## config.mk

```make
export PLATFORM = sky130hd
export DESIGN_NAME = bitline_integrator
export DESIGN_NICKNAME = d
export VERILOG_FILES = /design/src/rtl/bitline_integrator.sv
export SDC_FILE = /design/constraint.sdc
export NUM_CORES = 2
export LEC_CHECK = 0
export CAP_MARGIN = 20
export CORE_MARGIN = 10
export CORE_UTILIZATION = 52
export CTS_CLUSTER_SIZE = 12
export DETAILED_ROUTE_END_ITERATION = 7
export PLACE_DENSITY = 0.81
export RECOVER_POWER = 100
export SLEW_MARGIN = 40
export SYNTH_ARGS = -nofsm -noshare
export SYNTH_HDL_FRONTEND = slang
export SYNTH_SLANG_ARGS = --single-unit
```

## constraint.sdc

```tcl
create_clock -name clk -period 2.8 [get_ports clk]
set_input_delay 0.42 -clock clk [delete_from_list [all_inputs] [get_ports clk]]
set_output_delay 0.42 -clock clk [all_outputs]
set_load 0.005 [all_outputs]
```

## src/rtl/bitline_integrator.sv

```systemverilog
// Windowed, weighted bitline integrator: per-column saturating accumulation of
// multi-bit samples over a programmable window, results handed off via valid/ready.
module bitline_integrator #(
    parameter int unsigned COLS       = 32,
    parameter int unsigned DATA_WIDTH = 4,
    parameter int unsigned ACC_WIDTH  = 16,
    parameter int unsigned WIN_WIDTH  = 10
) (
    input  logic                       clk,
    input  logic                       rst_n,
    input  logic                       start,
    input  logic                       abort,
    input  logic [WIN_WIDTH-1:0]       window_len,
    input  logic                       sample_valid,
    input  logic [COLS*DATA_WIDTH-1:0] samples,
    output logic                       busy,
    output logic                       out_valid,
    input  logic                       out_ready,
    output logic [COLS*ACC_WIDTH-1:0]  out_sums,
    output logic [COLS-1:0]            out_sat,
    output logic                       sample_dropped
);

    typedef enum logic [1:0] {
        S_IDLE,
        S_INTEGRATE,
        S_DONE
    } state_t;

    state_t                     state_q, state_d;
    logic [COLS*ACC_WIDTH-1:0]  sums_q, sums_d;
    logic [COLS-1:0]            sat_q, sat_d;
    logic [WIN_WIDTH-1:0]       count_q, count_d;
    logic [WIN_WIDTH-1:0]       len_q, len_d;
    logic                       dropped_q, dropped_d;

    logic [COLS*ACC_WIDTH-1:0]  add_sums;
    logic [COLS-1:0]            add_clip;
    logic                       start_ok;
    logic                       last_sample;

    // Per-column saturating add, one spare bit catches the carry-out.
    always_comb begin : sat_add
        logic [ACC_WIDTH:0] wide;
        add_sums = '0;
        add_clip = '0;
        wide     = '0;
        for (int unsigned c = 0; c < COLS; c++) begin
            wide = {1'b0, sums_q[c*ACC_WIDTH +: ACC_WIDTH]}
                 + (ACC_WIDTH+1)'(samples[c*DATA_WIDTH +: DATA_WIDTH]);
            if (wide[ACC_WIDTH]) begin
                add_sums[c*ACC_WIDTH +: ACC_WIDTH] = '1;
                add_clip[c]                        = 1'b1;
            end else begin
                add_sums[c*ACC_WIDTH +: ACC_WIDTH] = wide[ACC_WIDTH-1:0];
            end
        end
    end

    assign start_ok    = start && ((state_q == S_IDLE) ||
                                   ((state_q == S_DONE) && out_ready));
    assign last_sample = (count_q == len_q - 1'b1);

    always_comb begin
        state_d   = state_q;
        sums_d    = sums_q;
        sat_d     = sat_q;
        count_d   = count_q;
        len_d     = len_q;
        dropped_d = sample_valid && (state_q != S_INTEGRATE);

        if (abort) begin
            state_d = S_IDLE;
            sums_d  = '0;
            sat_d   = '0;
            count_d = '0;
        end else if (start_ok) begin
            // Covers both a fresh start in IDLE and a back-to-back start in DONE.
            sums_d  = '0;
            sat_d   = '0;
            count_d = '0;
            len_d   = window_len;
            state_d = (window_len == '0) ? S_DONE : S_INTEGRATE;
        end else begin
            case (state_q)
                S_INTEGRATE: begin
                    if (sample_valid) begin
                        sums_d  = add_sums;
                        sat_d   = sat_q | add_clip;
                        count_d = count_q + 1'b1;
                        if (last_sample) begin
                            state_d = S_DONE;
                        end
                    end
                end
                S_DONE: begin
                    if (out_ready) begin
                        state_d = S_IDLE;
                    end
                end
                default: begin
                    state_d = state_q;
                end
            endcase
        end
    end

    always_ff @(posedge clk or negedge rst_n) begin
        if (!rst_n) begin
            state_q   <= S_IDLE;
            sums_q    <= '0;
            sat_q     <= '0;
            count_q   <= '0;
            len_q     <= '0;
            dropped_q <= 1'b0;
        end else begin
            state_q   <= state_d;
            sums_q    <= sums_d;
            sat_q     <= sat_d;
            count_q   <= count_d;
            len_q     <= len_d;
            dropped_q <= dropped_d;
        end
    end

    assign busy           = (state_q == S_INTEGRATE);
    assign out_valid      = (state_q == S_DONE);
    assign out_sums       = sums_q;
    assign out_sat        = sat_q;
    assign sample_dropped = dropped_q;

endmodule

```

[Word-level counts from Yosys, hierarchy flattened]
Index checks and enable logic that the tools add are counted.
Word-level totals
  bits in registers: 567
  output and inout bits: 547
Cells by class
  reduce and logical (&&, ||, !) cells: 12
  $add $sub $neg: 34
  bitwise logic cells: 2
  muxes and demuxes: 83
  eq/ne operators: 7
Operators by type and width (number)
  $mux 512: 4
  $add 16x4->17: 32
  $mux 16: 32
  $mux 32: 4
  $mux 10: 4
  $mux 1: 32
  $or 32x32->32: 1
  $mux 2: 6
  $add 10x1->10 const B: 1
  $eq 10x10->1: 1
  $logic_not 10->1: 1
  $sub 10x1->10 const B: 1
  $ne 4x2->1 const B: 2
  $reduce_bool 3->1: 2
  $ne 4x3->1 const B: 1
  $pmux 2 s2: 1
  $reduce_and 2->1: 2
  $reduce_and 4->1: 1
  $reduce_bool 4->1: 1
  $logic_and 1x1->1: 3
  $eq 2x1->1 const B: 1
  $eq 2x2->1 const B: 1
  $logic_not 2->1: 1
  $ne 2x1->1 const B: 1
  2 further kinds: 2

[Depth between registers and ports, before layout]
  word-level depth: 7
  depth in mapped cells: 10

[Worst setup path after synthesis]
No wires, ideal clock.
  path kind: input to register
  start point: input port samples[108]
  end point: register sums_q[435], in the netlist out_sums[435]
  path buffers: 1
  data required time: 2662 ps
  slack: 427 ps
  stages on the path: 8
  data arrival time: 2234 ps
  cell sequence: ha_1 -> fa_1 -> a21o_1 -> a21oi_1 -> and4b_1 -> nand2b_1 -> clkbuf_1 -> o21ai_0
Between the ends
  cells in the longest elaborated chain, start to end: 6
RTL lines
  start, declared: RTL line 15  | input logic [COLS*DATA_WIDTH-1:0] samples,
  $add 16x4->17: RTL line 50  | + (ACC_WIDTH+1)'(samples[c*DATA_WIDTH +: DATA_WIDTH]);
  $mux 16: RTL line 51  | if (wide[ACC_WIDTH]) begin
  $mux 512: RTL line 87  | if (sample_valid) begin
  $mux 512: RTL line 85  | case (state_q)
  $mux 512: RTL line 77  | end else if (start_ok) begin
  $mux 512: RTL line 72  | if (abort) begin
  end signal, assigned: RTL line 118  | sums_q <= sums_d;
  end, declared: RTL line 31  | logic [COLS*ACC_WIDTH-1:0] sums_q, sums_d;
Every way passes these cells. The select of a mux whose other input is x is not followed.
A chain may end at the register's enable or synchronous reset.

[Worst setup path after layout]
  start point: register state_q[0]
  end point: register sums_q[211], in the netlist out_sums[211]
Between the ends
  cells in the longest elaborated chain, start to end: 6
  elaborated cells on any way between the ends: 11
  classes of those cells: eq/ne: 2; mux: 2; reduce/logical: 7
RTL lines
  start, declared: RTL line 30  | state_t state_q, state_d;
  start signal, assigned: RTL line 117  | state_q <= state_d;
  $eq 2x2->1: RTL line 61  | ((state_q == S_DONE) && out_ready));
  $logic_and 1x1->1: RTL line 61
  $logic_or 1x1->1: RTL line 60  | assign start_ok = start && ((state_q == S_IDLE) ||
  $logic_and 1x1->1: RTL line 60
  $reduce_bool 3->1 (no source line) or $mux 512 (tied branches)
  $reduce_and 2->1 (no source line) or $mux 512 (tied branches)
Parallel ways exist; a longest one is shown, timed or not.

==> reports/qor.txt <==
====================================================================================
Distinct cell type count of the synthesized netlist                               74
Largest fanout on the critical path                                               29
Final hold slack                                                            0.432 ns
Total wirelength of the detailed-routed design                             114000 um
Max Cap Violations                                                                 1
Number of gates resized after CTS                                                  0
Maximum VDD drop                                                              472 uV
Post-place instance area                                                   41300 um2
Average wire per cell in the routed design                                   22.4 um
Area growth from synthesis to layout                                           34.3%
Portion of the post-synthesis area used by sequential elements                 44.1%
Kind of end point of the critical path                                          flop
Number of buffers inserted during clock tree synthesis                            66
Total standard cell area after synthesis                                   32200 um2
Syn nets                                                                        3755
Vias/cell                                                                       6.18
Critical Path Start Type                                                        flop
Final weighted congestion in routability-driven placement                      0.974
Input/output buffers                                                             690
Overall fraction of global-route tracks in use                                 30.6%
EDFF count, synth                                                                  0
Starting density of the core                                                   52.4%
Placed wire-length estimate after detailed placement                        83400 um
CP max stage cell                                                           a311oi_2
Clock latency on the worst-skew pair                                         0.60 ns
Overall power consumption                                                   0.0195 W
Fin. Hold Viols                                                                    0
DIE AREA                                                                   72300 um2
Reported leakage power                                                       20.9 nW
IO Pins                                                                          691
Worst path required time                                                     3.28 ns
Aggregate global routing overflow                                                  0
Cell breakdown of the critical path                                     and3b_4, a311oi_2, nor2_1, buf_12, clkbuf_2, o21ai_0
Setup CP Type                                                           flop to flop
Cell Pwr Density                                                          450 nW/um2
Path type of the worst min-delay path                                   input port to flop
Clock transition at the registers of the reported paths                      0.06 ns
Bufs on Longest Clock Path                                                         3
Vias in the first global route                                                 30900
Worst clock skew                                                           0.0233 ns
Die span in y                                                                 269 um
Worst reg2reg setup slack                                                    0.21 ns
Htree depth                                                                        3
Number of detailed-route iterations in the first pass                              6
Via count of the routed design                                                 31300
Maximum frequency from static timing analysis                                385 MHz
Post-detailed-route DRC marker count                                               0
Share of cells above drive strength 1                                          6.65%
Peak per-stage delay on the critical path                                    0.74 ns
Wire length of the first global-routing pass                               176000 um
Run status                                                              finished, violations left
Unrepaired setup endpoints after global routing                                false
Final slew viol count                                                             51
Period utilization                                                             92.6%
Final instance area                                                        43200 um2
Average cell area after synthesis                                           9.33 um2
Setup Viol. Count Final                                                            0
Max-Slew Margin vs Limit                                                      -23.2%
Largest net degree at the start of global routing                                 92
Synth Register Bits                                                              567
Worst Max-Slew Pin Slew                                                      1.85 ns
Final setup TNS                                                                 0 ns
DIE WIDTH                                                                     269 um
Cell row count                                                                    91
Post-synthesis cell count                                                       3449
Violated checks                                                         max-capacitance violations, max-slew violations
Core region area                                                           61500 um2
Post-detailed-route count of antenna-violating nets                                0
Clock tree from TritonCTS                                                      built
Number of clock sinks                                                            567
Synthesis Warnings                                                                 0
Nets                                                                            4525
Number of fill cells                                                            4609
Proportion of synthesized flip-flops having asynchronous set or reset           100%
Most frequently used flop master after synthesis                             dfrtp_1
Post-route minimum period                                                    2.59 ns
CTS Root Buffer Type                                                       clkbuf_16
1st-iter DRT viols                                                              2656
Arrival time at the worst endpoint                                           3.07 ns
Initial antenna violation count                                                    7
====================================================================================
-- placed cells by master (no fill, tap or decap), types with 20 or more instances in the layout --
| cell | instances |
|---|---|
| dfrtp_1 | 567 |
| dlygate4sd3_1 | 548 |
| o21ai_0 | 413 |
| nand2_1 | 299 |
| a21oi_1 | 242 |
| nor2_1 | 239 |
| nand3_1 | 180 |
| xnor2_1 | 175 |
| clkdlybuf4s50_1 | 142 |
| ha_1 | 130 |
| a21o_1 | 98 |
| nor3_1 | 94 |
| buf_4 | 93 |
| mux2i_1 | 78 |
| xor2_1 | 74 |
| clkbuf_1 | 69 |
| clkbuf_16 | 67 |
| and3_1 | 66 |
| a31oi_1 | 66 |
| nand4_1 | 63 |
| o211ai_1 | 46 |
| inv_1 | 39 |
| buf_12 | 37 |
| a41oi_1 | 36 |
| nor4_1 | 35 |
| fa_1 | 32 |
| or4_1 | 25 |
| o31ai_1 | 24 |
| or3_1 | 20 |
-- layer usage --
metal | wire, um | track usage (%)
met1 | 41900 | 35.9
met2 | 54700 | 50.7
met3 | 10200 | 7.94
met4 | 6720 | 16.8
met5 | 0 | 0
-- stage by stage --
step           utilization, %  cells  worst slack (ns)
2_1_floorplan               -   3449             0.427
4_1_cts                  70.8   5059             0.383
5_1_grt                  70.3   5065            0.0902
3_3_place_gp             67.2   4940            0.0144
3_5_place_dp             67.2   4940           -0.0471
6_report                 70.3   5067             0.206
-- worst max-delay path, delay by kind of cell (launching register included) --
family	cells	cell delay [ns]
AO/OA/AOI/OAI	2	0.98
flip-flops	1	0.43
buffers and inverters	2	0.48
AND/OR/NAND/NOR	2	0.57
-- cell families (layout without fill, tap and decap cells) --
logic type	count (synthesis)	in the layout	share of synthesized area, %
mux	88	88	2.77
flops	567	567	44.1
compound gates	1038	1038	19.4
xor+xnor	249	249	6.77
fa+ha+maj	162	162	7.04
simple gates	1121	1121	17.0
other cells	0	8	0
buf+inv	224	1044	2.85
-- worst paths after layout --
| check | to | from | depth (start not counted) |
|---|---|---|---|
| setup / recovery | out_sums[211] | state_q[0] | 6 |
| hold / removal | len_q[0] | window_len[0] | 3 |
| setup reg to reg | out_sums[211] | state_q[0] | 6 |
| hold reg to reg | out_sat[18] | out_sat[18] | 2 |
| max in group asynchronous | out_sums[162] | rst_n | 4 |
| min in group asynchronous | out_sums[346] | rst_n | 2 |
-- cells in the mapped netlist (66+ instances only) --
cell type | number | area share, %
o21ai_0 | 413 | 6.4
ha_1 | 130 | 5.1
nand3_1 | 180 | 2.8
a21o_1 | 98 | 2.3
nand2_1 | 300 | 3.5
a31oi_1 | 66 | 1.3
and3_1 | 66 | 1.3
nor2_1 | 239 | 2.8
nor3_1 | 92 | 1.4
mux2i_1 | 78 | 2.4
a21oi_1 | 242 | 3.8
xor2_1 | 74 | 2.0
dfrtp_1 | 567 | 44
xnor2_1 | 175 | 4.8
clkbuf_1 | 124 | 1.4
-- layout make-up --
class	instances	area, um2	share of cell area (%)
clock inverters	20	236	0.547
diodes	8	20.0	0.0463
clock buffers	98	1950	4.52
inverters	39	146	0.339
multi-input cells	2658	17100	39.5
well taps	790	988	2.29
flip-flops and latches	567	14200	32.8
repair buffers	887	8620	19.9
-- registers in the layout, summed over array words and instances, names as in the netlist --
| signal | count |
|---|---|
| out_sums | 512 |
| sample_dropped | 1 |
| out_sat | 32 |
| state_q | 2 |
| count_q | 10 |
| len_q | 10 |
-- power by group --
part           internal [W]  total [W]  switching [W]
Clock               0.00529    0.00875        0.00346
Sequential          0.00832    0.00847       0.000159
Combinational      0.000943    0.00224        0.00129
Total                0.0145     0.0195        0.00492
-- what timing repair did --
action	CTS	global route
setup buffers	0	0
setup endpoints to repair	0	0
hold buffers	1	0
endpoints found under the hold margin	42	0
(Power assumes the default switching activity.)
